[src/rtl/div_unit_pkg.sv]
// div_unit_pkg: shared state encodings and handshake constants for the EX-stage divider
package div_unit_pkg;

  localparam int DIV_WIDTH = 32;

  typedef enum logic [1:0] {
    DIV_FREE    = 2'b00,
    DIV_BY_ZERO = 2'b01,
    DIV_ON      = 2'b10,
    DIV_END     = 2'b11
  } div_state_e;

  localparam logic DIV_RESULT_READY     = 1'b1;
  localparam logic DIV_RESULT_NOT_READY = 1'b0;
  localparam logic DIV_START            = 1'b1;
  localparam logic DIV_STOP             = 1'b0;
  localparam logic STOP                 = 1'b1;
  localparam logic NO_STOP              = 1'b0;

endpackage

[src/rtl/div_unit.sv]
// div_unit: multi-cycle radix-2 restoring divider for DIV/DIVU with stall request to CTRL
module div_unit
  import div_unit_pkg::*;
#(
  parameter int WIDTH = DIV_WIDTH
) (
  input  logic               clk,
  input  logic               rst,
  input  logic               signed_div_i,
  input  logic [WIDTH-1:0]   opdata1_i,
  input  logic [WIDTH-1:0]   opdata2_i,
  input  logic               start_i,
  input  logic               annul_i,
  output logic [2*WIDTH-1:0] result_o,
  output logic               ready_o,
  output logic               stallreq_o
);

  localparam int CW = $clog2(WIDTH) + 1;

  div_state_e       r_state, w_next;
  logic [CW-1:0]    r_cnt;
  logic [WIDTH-1:0] r_dvd, r_dvs, r_rem;
  logic             r_neg_q, r_neg_r;
  logic [WIDTH:0]   w_trial, w_diff;
  logic [WIDTH-1:0] w_abs1, w_abs2;
  logic             w_ge, w_accept, w_done, w_sign1, w_sign2;

  assign w_accept = (start_i == DIV_START) && !annul_i;
  assign w_sign1  = signed_div_i && opdata1_i[WIDTH-1];
  assign w_sign2  = signed_div_i && opdata2_i[WIDTH-1];
  assign w_abs1   = w_sign1 ? -opdata1_i : opdata1_i;
  assign w_abs2   = w_sign2 ? -opdata2_i : opdata2_i;
  // trial is always below twice the divisor, so the borrow bit alone decides R >= divisor
  assign w_trial  = {r_rem, r_dvd[WIDTH-1]};
  assign w_diff   = w_trial - {1'b0, r_dvs};
  assign w_ge     = !w_diff[WIDTH];
  assign w_done   = r_cnt == CW'(WIDTH);
  assign stallreq_o = (rst && start_i == DIV_START && r_state != DIV_END) ? STOP : NO_STOP;

  // state register
  always_ff @(posedge clk) begin
    if (!rst) r_state <= DIV_FREE;
    else      r_state <= w_next;
  end

  // next-state selection
  always_comb begin
    w_next = r_state;
    case (r_state)
      DIV_FREE:    w_next = !w_accept ? DIV_FREE : (opdata2_i == '0 ? DIV_BY_ZERO : DIV_ON);
      DIV_BY_ZERO: w_next = DIV_END;
      DIV_ON:      w_next = annul_i ? DIV_FREE : (w_done ? DIV_END : DIV_ON);
      DIV_END:     w_next = (start_i == DIV_STOP) ? DIV_FREE : DIV_END;
      default:     w_next = DIV_FREE;
    endcase
  end

  // operand capture, one quotient bit per cycle, sign fix-up and result latch
  always_ff @(posedge clk) begin
    if (!rst) begin
      r_cnt    <= '0;
      r_dvd    <= '0;
      r_dvs    <= '0;
      r_rem    <= '0;
      r_neg_q  <= 1'b0;
      r_neg_r  <= 1'b0;
      result_o <= '0;
      ready_o  <= DIV_RESULT_NOT_READY;
    end else begin
      case (r_state)
        DIV_FREE: if (w_accept && opdata2_i != '0) begin
          r_cnt   <= '0;
          r_dvd   <= w_abs1;
          r_dvs   <= w_abs2;
          r_rem   <= '0;
          r_neg_q <= w_sign1 ^ w_sign2;
          r_neg_r <= w_sign1;
        end
        DIV_BY_ZERO: begin
          result_o <= '0;
          ready_o  <= DIV_RESULT_READY;
        end
        DIV_ON: if (!annul_i) begin
          if (!w_done) begin
            r_rem <= w_ge ? w_diff[WIDTH-1:0] : {r_rem[WIDTH-2:0], r_dvd[WIDTH-1]};
            r_dvd <= {r_dvd[WIDTH-2:0], w_ge};
            r_cnt <= r_cnt + 1'b1;
          end else begin
            result_o <= {r_neg_r ? -r_rem : r_rem, r_neg_q ? -r_dvd : r_dvd};
            ready_o  <= DIV_RESULT_READY;
          end
        end
        DIV_END: if (start_i == DIV_STOP) begin
          result_o <= '0;
          ready_o  <= DIV_RESULT_NOT_READY;
        end
        default: ;
      endcase
    end
  end

endmodule

[config.mk]
export PLATFORM = sky130hd
export DESIGN_NAME = div_unit
export DESIGN_NICKNAME = d
export VERILOG_FILES = /design/src/rtl/div_unit_pkg.sv /design/src/rtl/div_unit.sv
export SDC_FILE = /design/constraint.sdc
export NUM_CORES = 1
export LEC_CHECK = 0
export CAP_MARGIN = 20
export CORE_MARGIN = 1
export CORE_UTILIZATION = 40
export CTS_CLUSTER_SIZE = 24
export DETAILED_ROUTE_END_ITERATION = 8
export PLACE_DENSITY = 0.66
export SLEW_MARGIN = 15
export SYNTH_ARGS = -nofsm -noshare
export SYNTH_HDL_FRONTEND = slang
export SYNTH_SLANG_ARGS = --single-unit
[constraint.sdc]
create_clock -name clk -period 3.15 [get_ports clk]
set_input_delay 0.7875 -clock clk [delete_from_list [all_inputs] [get_ports clk]]
set_output_delay 0.7875 -clock clk [all_outputs]
set_load 0.01 [all_outputs]
# Word level (Yosys, flattened, before mapping)
# Cells that the tools add are included.
word_totals:
  reg_bits: 171
  elab_cells: 74
  input_bits: 69
classes:
  addsub: 6
  n_reduce_logical: 16
  mux: 32
  bitwise: 1
  eq_ne: 10
ops:
  columns: ["cell", "n"]
  rows:
  - ["two-way mux 32 bit", 11]
  - ["two-way mux 64 bit", 3]
  - ["case mux 64 bit (3 select lines)", 1]
  - ["negation 32 bit", 4]
  - ["case mux 32 bit (2 select lines)", 2]
  - ["subtractor 33 x 32 -> 33 bit", 1]
  - ["logical NOT 32 bit", 1]
  - ["nonzero test 32 bit", 1]
  - ["two-way mux 6 bit", 3]
  - ["inequality test 2 bit (second input constant)", 6]
  - ["case mux 6 bit (2 select lines)", 1]
  - ["two-way mux 2 bit", 4]
  - ["case mux 2 bit (4 select lines)", 1]
  - ["AND reduction 4 bit", 2]
  - ["adder 6 x 1 -> 6 bit (second input constant)", 1]
  - ["== test 6 bit (second input constant)", 1]
  - ["logical AND 1 bit", 6]
  - ["two-way mux 1 bit", 5]
  - ["== test 2 bit (second input constant)", 2]
  - ["case mux 1 bit (3 select lines)", 1]
  - ["nonzero test 3 bit", 1]
  - ["== test 2 x 1 -> 1 bit (second input constant)", 1]
  - ["logical NOT 1 bit", 2]
  - ["logical NOT 2 bit", 1]
  - ["other kinds (3)", 3]

# Depth between registers and ports, before layout
depth:
  depth_word: 5
  depth_mapped: 13

# Worst setup path after synthesis
# OpenSTA, ideal clock, no wires.
synth_timing:
  path_type: "in2reg"
  startpoint: "input port opdata2_i[6]"
  endpoint: "register r_dvd[19]"
  setup_slack_ns: 0.374
  path_buffers: 1
  t_arrival_ns: 2.661
  path_stages: 9
  setup_ns: 0.115
  path_cell_list: "or4_1 > nor4_1 > nand4_2 > o21a_1 > nor2_4 > buf_4 > a211oi_1 > a21oi_1 > nor2b_1"
synth_via:
  elab_chain_cells: 4
synth_lines:
  columns: ["item", "line", "text"]
  rows:
  - ["from (decl)", "div_unit.sv:11", "input logic [WIDTH-1:0] opdata2_i,"]
  - ["nonzero test 32 bit", "div_unit.sv:72", "DIV_FREE: if (w_accept && opdata2_i != '0) begin"]
  - ["logical AND 1 bit", "div_unit.sv:72", null]
  - ["inequality test 2 bit (no source line)", null, null]
  - ["AND reduction 4 bit (no source line)", null, null]
  - ["to (signal assigned)", "div_unit.sv:74", "r_dvd <= w_abs1;"]
  - ["to (signal assigned)", "div_unit.sv:87", "r_dvd <= {r_dvd[WIDTH-2:0], w_ge};"]
  - ["to (decl)", "div_unit.sv:23", "logic [WIDTH-1:0] r_dvd, r_dvs, r_rem;"]
# Every way passes these cells.
# A chain may end at the register's enable or synchronous reset.

# Final worst setup path
layout_timing:
  startpoint: "register r_dvs[6]"
  endpoint: "register r_rem[29]"
layout_via:
  elab_chain_cells: 5
layout_lines:
  columns: ["item", "line", "text"]
  rows:
  - ["from (decl)", "div_unit.sv:23", null]
  - ["from (signal assigned)", "div_unit.sv:75", "r_dvs <= w_abs2;"]
  - ["subtractor 33 x 32 -> 33 bit", "div_unit.sv:36", "assign w_diff = w_trial - {1'b0, r_dvs};"]
  - ["two-way mux 32 bit", "div_unit.sv:86", "r_rem <= w_ge ? w_diff[WIDTH-1:0] : {r_rem[WIDTH-2:0], r_dvd[WIDTH-1]};"]
  - ["two-way mux 32 bit", "div_unit.sv:85", "if (!w_done) begin"]
  - ["two-way mux 32 bit", "div_unit.sv:84", "DIV_ON: if (!annul_i) begin"]
  - ["case mux 32 bit (2 select lines)", "div_unit.sv:71", "case (r_state)"]
  - ["to (signal assigned)", "div_unit.sv:86", null]
  - ["to (decl)", "div_unit.sv:23", null]
# Every way passes these cells. The select of a mux whose other input is x is not followed.

==> results.json <==
{
  "start_util_pct": 41.1,
  "die_y_um": 172,
  "area_delta_synth_final_pct": 28.1,
  "synth_top_area_cell": "dfxtp_1",
  "ctsResizeCount": 1,
  "finish.net_count": 1801,
  "max_stage_delay_ns": 0.48,
  "status": "finished clean",
  "min_path_cells": 2,
  "critPathRequiredTime_ns": 3.45,
  "synth_area_leaders": "dfxtp_1 30%, xnor2_1 6.9%, nand2_1 6.4%",
  "cp_max_fo": 5,
  "setup_viol": 0,
  "cts_tree": "yes",
  "vias": 11600,
  "cts-root-buf": "clkbuf_16",
  "cp_data_arrival_time_ns": 3.31,
  "die_area_um2": 29600,
  "core_um2": 28100,
  "holdWs_ns": 0.455,
  "worstReg2RegStart": "r_dvs[6]$_SDFFE_PN0P_",
  "cts_sinks": 171,
  "clock_skew_ns": 0.0146,
  "clock_path_buffers": 2,
  "grt_pass1_vias": 10800,
  "via_per_inst": 5.58,
  "drtAntennaViolNets": 0,
  "holdBufCountCts": 0,
  "synth.distinct_cells": 72,
  "drtIter0Drc": 882,
  "diodes": 0,
  "final_common_cell": "nand2_1",
  "crit_path_cell_trace": "inv_1 > ha_1 > a21o_1 > nand3_1 > a311o_1 > a2111o_1 > a21oi_1 > nor3_1 > nor3_1 > o211ai_1",
  "vdd_drop_max_mv": 0.392,
  "tightest_slew_ns": 1.08,
  "ys_seq_elements": 171,
  "async_flop_share_pct": 0,
  "hold_viol_final": 0,
  "routedWlPerCell_um": 17.0,
  "overflow": 0,
  "num_rows": 61,
  "hold_start": "result_o[62]$_SDFFE_PN0P_",
  "end_kind": "register",
  "maxSlewViolCount": 0,
  "synth_edf_count": 0,
  "drc": 0,
  "max_slew_margin_pct": 28.0,
  "io_pins": 135,
  "grt_max_degree": 130,
  "syn-num-nets": 1599,
  "p_leak_nw": 5.94,
  "slowest_stage": "a2111o_1",
  "drt_pre_antenna_iters": 5,
  "syn_area_per_cell_um2": 7.75,
  "design_area_um2": 14800,
  "drv_cap": 0,
  "grtUsageTotal_pct": 24.5,
  "post-route-min-period_ns": 3.00,
  "cts_setup_buffers": 0,
  "path_clk_slew_ns": 0.07,
  "drive_gt1_share_pct": 12.1,
  "critical_path_class": "register to register",
  "ys.flop_type": "dfxtp_1",
  "reg2reg_depth": 10,
  "yosys.area.top_type_share_pct": 29.6,
  "worstSetupStartpointType": "register",
  "finalNonFillerCells": 2084,
  "crit_buf_inv": 1,
  "crit_family": "compound AO/OA/AOI/OAI gates",
  "cts_buffers": 17,
  "powerDensity_nw_per_um2": 377,
  "grt_setup_unrepaired": "false",
  "hold_class": "register to register",
  "routed_wl_mm": 35.4,
  "fin_crit_sh_pct": 95.3,
  "die_w_um": 172,
  "fmax_ghz": 0.333,
  "final_cell_mix": "198 x nand2_1, 171 x dfxtp_1, 137 x buf_4, 133 x clkdlybuf4s50_1",
  "final_core_utilization_pct": 52.7,
  "yosys_warnings": 0,
  "place_inst": 2052,
  "grt_pass1_wl_mm": 57.2,
  "cts_max_level": 4,
  "syn_area_um2": 11500,
  "ys_seq_area_share_pct": 29.6,
  "place.gp.congestion": 0.914,
  "grt_antenna_before_repair": 0,
  "clk_latency_ns": 0.44,
  "r2r_end": "r_rem[29]$_SDFFE_PN0P_",
  "whs_endpoint": "result_o[62]$_SDFFE_PN0P_",
  "synthCells": 1491,
  "io_buffers": 134,
  "dpl.hpwl_mm": 27.6,
  "placed_area_um2": 14100,
  "reg2reg_slack_ns": 0.15,
  "crit_top_cell": "nor3_1"
}
how the worst max path moves through the flow:
stage / endpoint / cells after the start / start
after global routing: r_rem[26]$_SDFFE_PN0P_ / 12 / r_dvd[31]$_SDFFE_PN0P_
after detailed placement: r_rem[19]$_SDFFE_PN0P_ / 11 / opdata2_i[6]
after global placement: r_rem[19]$_SDFFE_PN0P_ / 11 / opdata2_i[6]
after floorplan: r_dvd[19]$_SDFFE_PN0P_ / 9 / opdata2_i[6]
after CTS: r_rem[22]$_SDFFE_PN0P_ / 12 / r_dvd[31]$_SDFFE_PN0P_
final: r_rem[29]$_SDFFE_PN0P_ / 10 / r_dvs[6]$_SDFFE_PN0P_
worst min-delay path, delay by kind of cell (launching register included):
| family | cells | cell delay [ns] |
|---|---|---|
| flops | 1 | 0.33 |
| simple gates | 1 | 0.04 |
| compound gates | 1 | 0.05 |
cells by family (layout without fill, tap and decap cells):
group           Yosys count  after routing  share of synthesized area [%]
xor+xnor                139            139                           10.5
compound gates          407            407                           24.2
fa+ha+maj                39             39                           4.29
simple gates            569            569                           25.0
buf+inv                 161            376                           5.94
mux                       5              5                          0.433
flops                   171            171                           29.6
where the power goes:
part	switching (mW)	leakage (nW)	internal, mW
clock	1.04	0.298	1.15
combinational	0.605	4.25	0.493
sequential	0.0714	1.39	2.22
total	1.72	5.94	3.86
cell type report:
cell class / count / area [um^2]
fill: 2726 / 13300
multi-input combinational: 1159 / 7490
sequential: 171 / 3420
timing repair buffer: 280 / 2540
tap: 378 / 473
clock buffer: 17 / 425
inverter: 64 / 240
clock inverter: 15 / 196
per-layer routing:
metal	up-vias	GRT usage (%)	part of all wire, %
li1	5768	-	-
met1	5482	34.1	47
met3	33	3.89	6.9
met2	340	39.1	44
met5	-	0	0
met4	0	6.77	1.5
stage by stage:
step | worst slack (ns) | TNS, ns | power, mW
after detailed placement | -0.251 | -19.91 | 3.42
after CTS | 0.0645 | 0 | 5.60
final | 0.147 | 0 | 5.58
after floorplan | 0.374 | 0 | 3.00
after global routing | 0.00688 | 0 | 5.84
after global placement | -0.220 | -15.31 | 3.40
flip-flops by register name, summed over array words and instances, names as in the netlist:
name	flops
r_cnt	6
r_neg_r	1
r_state	2
r_neg_q	1
result_o	64
ready_o	1
r_rem	32
r_dvs	32
r_dvd	32
synth_stat cells (all sizes together), types with 41 or more instances:
cell	instances
nor2	93
clkbuf	70
a21oi	77
inv	64
nor2b	75
a22oi	50
o21ai	77
nand2	200
dfxtp	171
nor3	41
xor2	48
xnor2	91
No activity file was read; power rests on OpenSTA's default activity.
